<file path="src/rtl/ps2_pkg.sv">
// Shared definitions for the PS/2 host port: FSM encoding, register map, status bits.
package ps2_pkg;

   typedef enum logic [2:0] {
      S_IDLE    = 3'd0,
      S_RECEIVE = 3'd1,
      S_INHIBIT = 3'd2,
      S_REQ     = 3'd3,
      S_SEND    = 3'd4,
      S_ACK     = 3'd5
   } state_t;

   localparam int NUM_REGS   = 5;
   localparam int REG_TX     = 0;
   localparam int REG_RX     = 1;
   localparam int REG_STATUS = 2;
   localparam int REG_CTRL   = 3;
   localparam int REG_SPARE  = 4;

   // CE vectors are MSB-first: register n is strobed on bit (NUM_REGS-1-n)
   localparam int CE_TX     = NUM_REGS - 1 - REG_TX;
   localparam int CE_RX     = NUM_REGS - 1 - REG_RX;
   localparam int CE_STATUS = NUM_REGS - 1 - REG_STATUS;
   localparam int CE_CTRL   = NUM_REGS - 1 - REG_CTRL;

   localparam int STAT_RX_VALID   = 0;
   localparam int STAT_TX_BUSY    = 1;
   localparam int STAT_PARITY_ERR = 2;
   localparam int STAT_ACK_ERR    = 3;

   function automatic logic odd_parity(input logic [7:0] b);
      return ~^b;
   endfunction

endpackage

</file>
<file path="src/rtl/ps2_if.sv">
// IPIF slave bus bundle between the processor bus attachment and the PS/2 controller.
interface ps2_if;
   logic [31:0] Bus2IP_Data;
   logic [3:0]  Bus2IP_BE;
   logic [4:0]  Bus2IP_RdCE;
   logic [4:0]  Bus2IP_WrCE;
   logic [31:0] IP2Bus_Data;
   logic        IP2Bus_RdAck;
   logic        IP2Bus_WrAck;
   logic        IP2Bus_Error;

   modport master (
      output Bus2IP_Data, Bus2IP_BE, Bus2IP_RdCE, Bus2IP_WrCE,
      input  IP2Bus_Data, IP2Bus_RdAck, IP2Bus_WrAck, IP2Bus_Error
   );

   modport slave (
      input  Bus2IP_Data, Bus2IP_BE, Bus2IP_RdCE, Bus2IP_WrCE,
      output IP2Bus_Data, IP2Bus_RdAck, IP2Bus_WrAck, IP2Bus_Error
   );
endinterface

</file>
<file path="src/rtl/ps2_sync_edge.sv">
// Two-flop synchronizer for an asynchronous PS/2 pin plus a 1->0 edge detector.
module ps2_sync_edge (
   input  logic clk,
   input  logic rst,
   input  logic pin,
   output logic level,
   output logic fall
);
   // Idle PS/2 lines are high; resetting to 1 avoids a false edge after reset
   logic [2:0] sh;

   always_ff @(posedge clk) begin
      if (rst) sh <= 3'b111;
      else     sh <= {sh[1:0], pin};
   end

   assign level = sh[1];
   assign fall  = sh[2] & ~sh[1];
endmodule

</file>
<file path="src/rtl/ps2.sv">
// PS/2 host port controller: IPIF register slave, RX/TX frame FSM, open-collector line drive.
// Define PS2_PARITY_CHECK_EN to drop received frames with a bad start/stop/parity bit.
module ps2
   import ps2_pkg::*;
#(
   parameter int INHIBIT_CYCLES = 10000,
   parameter int TIMEOUT_CYCLES = 20000
) (
   input  logic        Bus2IP_Clk,
   input  logic        Bus2IP_Reset,
   ps2_if.slave        bus,
   output logic        IP_Interupt,
   output logic        C_T,
   output logic        C_O,
   input  logic        C_I,
   output logic        D_T,
   output logic        D_O,
   input  logic        D_I,
   output logic [10:0] bitsReceived,
   output logic [11:0] bitsToSend,
   output logic [2:0]  state,
   output logic [14:0] counter,
   output logic        Load,
   output logic [7:0]  LoadVal,
   output logic [7:0]  ReadVal
);

   state_t      st, st_nxt;
   logic [3:0]  bit_cnt;
   logic        rx_valid, parity_err, ack_err, ack_seen, irq_en;
   logic        c_lvl, c_fall, d_lvl, d_fall;
   logic [10:0] rx_shift;
   logic        rx_done, frame_ok, rx_accept, frame_bad, timeout_hit, tx_busy;
   logic        wr_tx, wr_ctrl, rd_rx;

   ps2_sync_edge u_clk_sync (.clk(Bus2IP_Clk), .rst(Bus2IP_Reset), .pin(C_I), .level(c_lvl), .fall(c_fall));
   ps2_sync_edge u_dat_sync (.clk(Bus2IP_Clk), .rst(Bus2IP_Reset), .pin(D_I), .level(d_lvl), .fall(d_fall));

   assign wr_tx   = bus.Bus2IP_WrCE[CE_TX];
   assign wr_ctrl = bus.Bus2IP_WrCE[CE_CTRL];
   assign rd_rx   = bus.Bus2IP_RdCE[CE_RX];

   // Frame is LSB-first: after 11 shifts [0]=start, [8:1]=data, [9]=parity, [10]=stop
   assign rx_shift    = {d_lvl, bitsReceived[10:1]};
   assign rx_done     = (st == S_RECEIVE) && c_fall && (bit_cnt == 4'd10);
   assign frame_ok    = ~rx_shift[0] & rx_shift[10] & (^rx_shift[9:1]);
   assign timeout_hit = !c_fall && (counter >= 15'(TIMEOUT_CYCLES - 1));
   assign tx_busy     = !(st == S_IDLE || st == S_RECEIVE);

`ifdef PS2_PARITY_CHECK_EN
   assign rx_accept = frame_ok;
   assign frame_bad = ~frame_ok;
`else
   assign rx_accept = 1'b1;
   assign frame_bad = 1'b0;
`endif

   logic unused_ok;
   assign unused_ok = ^{bus.Bus2IP_BE, bus.Bus2IP_Data[31:8], d_fall, frame_ok};

   always_comb begin
      st_nxt = st;
      C_T    = 1'b1;
      C_O    = 1'b0;
      D_T    = 1'b1;
      D_O    = 1'b0;
      case (st)
         // A device start bit takes priority over a same-cycle TX register write
         S_IDLE: begin
            if (c_fall && !d_lvl) st_nxt = S_RECEIVE;
            else if (wr_tx)       st_nxt = S_INHIBIT;
         end
         S_RECEIVE: begin
            if (rx_done || timeout_hit) st_nxt = S_IDLE;
         end
         S_INHIBIT: begin
            C_T = 1'b0;
            if (counter == 15'(INHIBIT_CYCLES - 1)) st_nxt = S_REQ;
         end
         S_REQ: begin
            D_T    = 1'b0;
            st_nxt = S_SEND;
         end
         // Start bit is already on the line; each device fall presents the next bit
         S_SEND: begin
            D_T = 1'b0;
            D_O = bitsToSend[0];
            if (c_fall && bit_cnt == 4'd9) st_nxt = S_ACK;
            else if (timeout_hit)          st_nxt = S_IDLE;
         end
         S_ACK: begin
            if (ack_seen && c_lvl && d_lvl) st_nxt = S_IDLE;
            else if (timeout_hit)           st_nxt = S_IDLE;
         end
         default: st_nxt = S_IDLE;
      endcase
   end

   always_ff @(posedge Bus2IP_Clk) begin
      if (Bus2IP_Reset) begin
         st           <= S_IDLE;
         bitsReceived <= '0;
         bitsToSend   <= '0;
         counter      <= '0;
         bit_cnt      <= '0;
         Load         <= 1'b0;
         LoadVal      <= '0;
         ReadVal      <= '0;
         rx_valid     <= 1'b0;
         parity_err   <= 1'b0;
         ack_err      <= 1'b0;
         ack_seen     <= 1'b0;
         irq_en       <= 1'b1;
      end else begin
         st   <= st_nxt;
         Load <= 1'b0;

         if (st_nxt != st || st == S_IDLE || st == S_REQ ||
             (c_fall && st inside {S_RECEIVE, S_SEND, S_ACK}))
            counter <= '0;
         else
            counter <= counter + 15'd1;

         if (st == S_IDLE) begin
            ack_seen <= 1'b0;
            if (st_nxt == S_RECEIVE) begin
               bitsReceived <= rx_shift;
               bit_cnt      <= 4'd1;
            end else if (st_nxt == S_INHIBIT) begin
               Load       <= 1'b1;
               LoadVal    <= bus.Bus2IP_Data[7:0];
               bitsToSend <= {2'b11, odd_parity(bus.Bus2IP_Data[7:0]), bus.Bus2IP_Data[7:0], 1'b0};
               bit_cnt    <= 4'd0;
            end
         end

         if (st == S_RECEIVE && c_fall) begin
            bitsReceived <= rx_shift;
            bit_cnt      <= bit_cnt + 4'd1;
         end

         if (st == S_SEND && c_fall) begin
            bitsToSend <= {1'b0, bitsToSend[11:1]};
            bit_cnt    <= bit_cnt + 4'd1;
         end

         if (st == S_ACK && c_fall && !ack_seen) begin
            ack_err  <= d_lvl;
            ack_seen <= 1'b1;
         end

         // A completing frame beats a same-cycle RX read so the new byte is not lost
         if (rx_done && rx_accept) begin
            ReadVal  <= rx_shift[8:1];
            rx_valid <= 1'b1;
         end else if (rd_rx) begin
            rx_valid <= 1'b0;
         end

         if (rx_done) parity_err <= frame_bad;
         if (wr_ctrl) irq_en     <= bus.Bus2IP_Data[0];
      end
   end

   always_comb begin
      bus.IP2Bus_Data = '0;
      if (bus.Bus2IP_RdCE[CE_TX])          bus.IP2Bus_Data = {24'd0, LoadVal};
      else if (bus.Bus2IP_RdCE[CE_RX])     bus.IP2Bus_Data = {24'd0, ReadVal};
      else if (bus.Bus2IP_RdCE[CE_STATUS]) bus.IP2Bus_Data = {28'd0, ack_err, parity_err, tx_busy, rx_valid};
      else if (bus.Bus2IP_RdCE[CE_CTRL])   bus.IP2Bus_Data = {31'd0, irq_en};
   end

   assign bus.IP2Bus_RdAck = |bus.Bus2IP_RdCE;
   assign bus.IP2Bus_WrAck = |bus.Bus2IP_WrCE;
   assign bus.IP2Bus_Error = 1'b0;

   assign IP_Interupt = rx_valid & irq_en;
   assign state       = st;

endmodule

</file>
<file path="src/flat_wrapper.sv">
// flat-port wrapper written by rule: the top's interface ports become plain ports
module ps2_flat import ps2_pkg::*;
#(
   parameter int INHIBIT_CYCLES = 10000,
   parameter int TIMEOUT_CYCLES = 20000
)
  (Bus2IP_Clk, Bus2IP_Reset, IP_Interupt, C_T, C_O, C_I, D_T, D_O, D_I, bitsReceived, bitsToSend, state, counter, Load, LoadVal, ReadVal, bus_Bus2IP_Data, bus_Bus2IP_BE, bus_Bus2IP_RdCE, bus_Bus2IP_WrCE, bus_IP2Bus_Data, bus_IP2Bus_RdAck, bus_IP2Bus_WrAck, bus_IP2Bus_Error);
  ps2_if bus_i ();
  input  logic Bus2IP_Clk;
  input  logic Bus2IP_Reset;
  output logic IP_Interupt;
  output logic C_T;
  output logic C_O;
  input  logic C_I;
  output logic D_T;
  output logic D_O;
  input  logic D_I;
  output logic [10:0] bitsReceived;
  output logic [11:0] bitsToSend;
  output logic [2:0] state;
  output logic [14:0] counter;
  output logic Load;
  output logic [7:0] LoadVal;
  output logic [7:0] ReadVal;
  input wire logic [$bits(bus_i.Bus2IP_Data)-1:0] bus_Bus2IP_Data;
  input wire logic [$bits(bus_i.Bus2IP_BE)-1:0] bus_Bus2IP_BE;
  input wire logic [$bits(bus_i.Bus2IP_RdCE)-1:0] bus_Bus2IP_RdCE;
  input wire logic [$bits(bus_i.Bus2IP_WrCE)-1:0] bus_Bus2IP_WrCE;
  output wire logic [$bits(bus_i.IP2Bus_Data)-1:0] bus_IP2Bus_Data;
  output wire logic [$bits(bus_i.IP2Bus_RdAck)-1:0] bus_IP2Bus_RdAck;
  output wire logic [$bits(bus_i.IP2Bus_WrAck)-1:0] bus_IP2Bus_WrAck;
  output wire logic [$bits(bus_i.IP2Bus_Error)-1:0] bus_IP2Bus_Error;
  assign bus_i.Bus2IP_Data = bus_Bus2IP_Data;
  assign bus_i.Bus2IP_BE = bus_Bus2IP_BE;
  assign bus_i.Bus2IP_RdCE = bus_Bus2IP_RdCE;
  assign bus_i.Bus2IP_WrCE = bus_Bus2IP_WrCE;
  assign bus_IP2Bus_Data = bus_i.IP2Bus_Data;
  assign bus_IP2Bus_RdAck = bus_i.IP2Bus_RdAck;
  assign bus_IP2Bus_WrAck = bus_i.IP2Bus_WrAck;
  assign bus_IP2Bus_Error = bus_i.IP2Bus_Error;
  ps2 #(.INHIBIT_CYCLES(INHIBIT_CYCLES), .TIMEOUT_CYCLES(TIMEOUT_CYCLES)) u_core (.Bus2IP_Clk(Bus2IP_Clk), .Bus2IP_Reset(Bus2IP_Reset), .bus(bus_i), .IP_Interupt(IP_Interupt), .C_T(C_T), .C_O(C_O), .C_I(C_I), .D_T(D_T), .D_O(D_O), .D_I(D_I), .bitsReceived(bitsReceived), .bitsToSend(bitsToSend), .state(state), .counter(counter), .Load(Load), .LoadVal(LoadVal), .ReadVal(ReadVal));
endmodule
</file>
<file path="config.mk">
export PLATFORM = sky130hd
export DESIGN_NAME = ps2_flat
export DESIGN_NICKNAME = d
export VERILOG_FILES = /design/src/rtl/ps2_pkg.sv /design/src/rtl/ps2_if.sv /design/src/rtl/ps2_sync_edge.sv /design/src/rtl/ps2.sv /design/src/flat_wrapper.sv
export SDC_FILE = /design/constraint.sdc
export NUM_CORES = 1
export LEC_CHECK = 0
export BUFFER_PORTS_ARGS = -buffer_cell sky130_fd_sc_hd__buf_2
export CAP_MARGIN = 25
export CORE_MARGIN = 4
export CORE_UTILIZATION = 52
export CTS_CLUSTER_DIAMETER = 200
export DETAILED_ROUTE_END_ITERATION = 7
export PLACE_DENSITY = 0.86
export REMOVE_ABC_BUFFERS = 1
export SYNTH_ARGS = -nofsm -noshare
export SYNTH_HDL_FRONTEND = slang
export SYNTH_SLANG_ARGS = --single-unit
export TNS_END_PERCENT = 5
</file>
<file path="constraint.sdc">
create_clock -name Bus2IP_Clk -period 3 [get_ports Bus2IP_Clk]
set_input_delay 0.15 -clock Bus2IP_Clk [delete_from_list [all_inputs] [get_ports Bus2IP_Clk]]
set_output_delay 0.15 -clock Bus2IP_Clk [all_outputs]
set_load 0.02 [all_outputs]
</file>
After elaboration in Yosys (flattened, before gate mapping):

Index checks and enable logic that the tools add are counted.

* add/sub/neg operators: 2
* magnitude comparators: 1
* eq/ne operators: 12
* mux-type cells: 32
* bitwise logic cells: 5
* reduce and logical (&&, ||, !) cells: 41

Operator list (count)
* two-way mux 32 bit: 3
* two-way mux 11 bit: 7
* two-way mux 3 bit: 7
* two-way mux 4 bit: 5
* case mux 3 bit (6 select lines): 1
* adder 15 x 1 -> 15 bit, second input constant: 1
* equality test 15 x 14 -> 1 bit, second input constant: 1
* >= comparator 15 bit, second input constant: 1
* nonzero test 2 bit: 6
* logical AND 1 bit: 11
* OR reduction 5 bit: 2
* equality test 3 x 2 -> 1 bit, second input constant: 3
* two-way mux 1 bit: 9
* equality test 4 bit, second input constant: 2
* XNOR reduction 8 bit: 1
* equality test 3 x 1 -> 1 bit, second input constant: 2
* equality test 3 bit, second input constant: 2
* AND reduction 3 bit: 2
* nonzero test 3 bit: 2
* OR reduction 2 bit: 3
* logical OR 1 bit: 5
* adder 4 x 1 -> 4 bit, second input constant: 1
* zero test 1 bit: 4
* AND reduction 2 bit: 2
* 7 further kinds: 10

* bits in registers: 71
* input bits: 50
* output and inout bits: 98
* logic and storage cells: 108

Longest topological paths before layout:

* depth in word-level cells: 13
* gate-level depth with buffers: 8
* depth with buffers taken out: 7

By module:

A second synthesis with hierarchy kept.

* cells, all modules: 420
* area total of the unflattened synthesis: 3689.8 um^2

Modules (own cells, without submodules)
* ps2: instances 1, cells each 406, area an instance 3519.6 um^2, sequential area each 1321.3 um^2
* ps2_sync_edge: instances 2, cells each 7, area an instance 85.1 um^2, sequential area each 60.1 um^2

Worst setup path before layout:

Ideal clock, no wire load.

* path type: flip-flop to flip-flop
* start: reg u_core.counter[0]
* end: reg u_core.counter[10]
* library setup time: 0.112 ns
* arrival: 1.825 ns
* data required time: 2.888 ns
* setup slack: 1.063 ns
* stages on the path, launching flop included: 8
* path buffers: 1
* period minus slack after synthesis: 1.937 ns
* cell sequence: dfxtp_1 > ha_1 > nand4_1 > o41ai_2 > nand3_1 > a22oi_4 > buf_6 > nor2_1

* word-level cells in the longest chain between the ends: 10
* elaborated cells on any way between the ends: 16
* classes of those cells: 1 x add/sub; 1 x order compare; 2 x eq/ne; 6 x mux; 6 x reduce/logical

Ends and longest elaborated chain
* start, declared: line ps2.sv:22 `output logic [14:0] counter,`
* start signal, assigned: line ps2.sv:122 `counter <= counter + 15'd1;`
* >= comparator 15 bit: line ps2.sv:47 `assign timeout_hit = !c_fall && (counter >= 15'(TIMEOUT_CYCLES - 1));`
* logical AND 1 bit: line ps2.sv:47
* two-way mux 3 bit / logical OR 1 bit (equally long branches): line ps2.sv:89, ps2.sv:93, ps2.sv:74
* two-way mux 3 bit (on tied branches): line ps2.sv:92, ps2.sv:74, ps2.sv:88
* case mux 3 bit (6 select lines): line ps2.sv:67 `case (st)`
* inequality test 3 bit: line ps2.sv:118 `if (st_nxt != st || st == S_IDLE || st == S_REQ ||`
* logical OR 1 bit (3 in series): line ps2.sv:118
* OR reduction 2 bit (no source line)

Several ways; a longest one is shown, not always the timed one.
A chain may end at the register's enable or synchronous reset.

Final worst setup path:

* start: reg u_core.counter[0]
* end: reg u_core.counter[8]

Same word-level chain as after synthesis.

==> results.md <==
* Worst-path maximum fanout at 15
* Pin count of the biggest net entering global routing at 37
* CP max stage delay at 0.49 ns
* Num CTS Buffers at 9
* Placement Setup Slack at 0.7811 ns
* Min cycle time layout at 2.282 ns
* Final setup viols at 0
* Vias at approximately 3300
* Initial Util at 0.5477
* Avg Synthesized Cell Area at 8.169 µm²
* Routed Antenna Nets at 0
* Worst EP required at between 3 and 4 ns
* Dpl cell area at 3919 µm²
* Reg2Reg Depth at 6
* Clock-pin slew on the worst setup and hold paths at around 0.080 ns
* Hold_ws at between 0.06 and 0.07 ns
* Fin. max-slew vios at 0
* Antenna violations before repair at 0
* Syn Inst Count at roughly 430
* Core area at approximately 6500 µm²
* Hpwl dp at about 6300 µm
* Setup slack, reg-to-reg at about 0.72 ns
* Post-Syn Area at 3537 µm²
* Clk Latency, worst-skew pair at about 0.35 ns
* Vias in the first global route at ~3000
* Critical path depth at 6
* Slowest cell on crit path: a22oi_4
* Max IR drop VDD at 0.0003361 V
* Placed cells at 583
* Tightest Hold Check Type: primary input to flip-flop
* Final setup margin at 0.7182 ns
* Hold Crit Start: bus_Bus2IP_Data[0]
* Critical Setup Path Class: flip-flop to flip-flop
* Share of cells above drive strength 1 at 0.2290
* Placer Congestion at a little under 0.9
* Commonest cells after routing, fill and taps aside: buf_2, dfxtp_1, nor2_1, nand2_1, conb_1
* Power Density at approximately 510 nW/µm²
* Drt drc at 0
* Reg2reg start: u_core.counter[0]
* First-pass GRT wire length at around 15000 µm
* P&R area growth vs syn at 18.22%
* Slew @ Worst Pin at ~0.67 ns
* Hold Crit Endpoint: u_core.irq_en
* Final Util at 0.6474
* Delay-heaviest family, CP: compound AO/OA/AOI/OAI gates
* Wirelength per Cell at 14.68 µm
* Synth warn at 0
* Worst slew margin at 0.5523
* Post-CTS sizing at 0
* Post-synth EDFFs at 0
* Tot Pwr at 2.145 mW
* Ports at about 150
* RR Endpoint: u_core.counter[8]
* CP bufs+invs at 0
* Hold Crit Depth at 2
* CP Launch Type: flip-flop
* Fmax achieved at between 0.4 and 0.5 GHz
* H-tree depth at 3
* Setup_tns at 0 ns
* Antenna Cells at 0
* Crit end category: flip-flop
* Fin Clk Skew at approximately 0.012 ns
* Post-synth ARST share at 0
* TritonRoute pass-1 iters at 5
* CTS max path bufs at 2
* Max-cap violations at 0
* Crit share post-route at 0.7606
* Endpoints failing hold at 0
* Post-Layout Cell Count at about 600
* Nets at between 500 and 600
* Main synth FF type: dfxtp_1
* Cell area after layout at around 4200 µm²
* GRT Total Usage at 0.2154
* Routed WL at around 8800 µm
* Overflow after GRT at 0
* Worst Path Arrival at 2.50 ns
* Root Buffer: clkbuf_8
* Sequential share of the synthesized area at 0.4018
* Row cnt at 29
* Post-synth cell types at between 40 and 50
* Initial DRC count at ~180
* DIE HEIGHT at just over 90 µm
* I/O Buffers at 93
* Unrepaired setup endpoints after global routing: no
* Static Leak at ~1.9 nW
* Die span in x at 90.48 µm
* Critical-path cell list: ha_1 -> nand4_1 -> o41ai_2 -> nand3_1 -> a22oi_4 -> nor2_1
* #FFs+latches synth at around 70
* CTS sink count at between 70 and 80
* Commonest non-fill, non-tap cell in the layout: buf_2
* Die area at roughly 8000 µm²
* Status: finished, final reports clean
* CTS tree: done
* Via density at about 5.5
==> synthesized netlist by cell type, types with 6 or more instances <==
library cell | count | area (µm²)
nor2b_1 | 6 | 37.54
clkbuf_1 | 12 | 45.04
nor4_1 | 7 | 43.79
inv_1 | 8 | 30.03
xnor2_1 | 13 | 113.9
nand2b_1 | 6 | 37.54
nor3_1 | 14 | 70.07
a311oi_1 | 10 | 87.58
nand3_1 | 24 | 120.1
mux2i_1 | 19 | 190.2
nor2_1 | 59 | 221.5
a21oi_1 | 25 | 125.1
buf_2 | 9 | 45.04
buf_4 | 27 | 202.7
dfxtp_1 | 71 | 1421
xor2_1 | 8 | 70.07
o21ai_0 | 13 | 65.06
nand2_1 | 53 | 198.9
==> sequential cells by signal (all words and copies together) (netlist names), 2 cells and up <==
signal / cells
u_core.bitsReceived: 11
u_core.bit_cnt: 4
u_core.ReadVal: 8
u_core.counter: 15
u_core.LoadVal: 8
u_core.bitsToSend: 12
u_core.state: 3
u_core.u_dat_sync.sh: 2
u_core.u_clk_sync.sh: 3
==> report_power, final <==
part           internal (mW)  total [mW]  switching [mW]
logic                 0.0696       0.219           0.149
clock network          0.559       0.935           0.376
registers              0.966       0.991          0.0251
total                   1.59        2.15           0.551
==> routing by layer <==
metal / GRT usage / vias up / part of all wire
met4: 0.08546 / 0 / 0.011
met1: 0.2800 / 1526 / 0.44
met3: 0.04833 / 8 / 0.063
met5: 0 / - / 0
li1: - / 1623 / -
met2: 0.3459 / 128 / 0.48
==> final cells by class <==
| cell class | instances | area, µm² |
|---|---|---|
| sequential | 71 | 1421 |
| clock buffer | 10 | 127.6 |
| clock inverter | 6 | 115.1 |
| inverter | 8 | 30.03 |
| tap | 77 | 96.34 |
| multi-input combinational | 330 | 1876 |
| fill | 532 | 2277 |
| timing repair buffer | 99 | 515.5 |
==> cells by family after synthesis <==
kind of cell | Yosys count | share of synthesized area
buffers and inverters | 57 | 0.09444
xor gates and xnor gates | 21 | 0.05200
and+or+nand+nor | 195 | 0.2596
other | 1 | 0.001060
muxes | 19 | 0.05377
AOI/OAI and AO/OA | 65 | 0.1231
DFF | 71 | 0.4018
adders and majority gates | 4 | 0.01415
==> worst max-delay path by stage <==
stage                                  from  slack, ns              endpoint
floorplan                   u_core.state[0]       0.72     u_core.counter[0]
global placement    u_core.u_clk_sync.sh[1]       0.89  u_core.bitsToSend[9]
detailed placement  u_core.u_clk_sync.sh[1]       0.78  u_core.bitsToSend[9]
CTS                       u_core.counter[0]       0.73    u_core.counter[12]
global route              u_core.counter[0]       0.54    u_core.counter[12]
finish                    u_core.counter[0]       0.72     u_core.counter[8]
==> what timing repair did <==
item | CTS | global route
endpoints found under the hold margin | 2 | 0
setup buffers | 0 | 0
endpoints found under the setup margin | 0 | 0
hold buffers | 2 | 0
No activity file was read; power rests on OpenSTA's default activity.
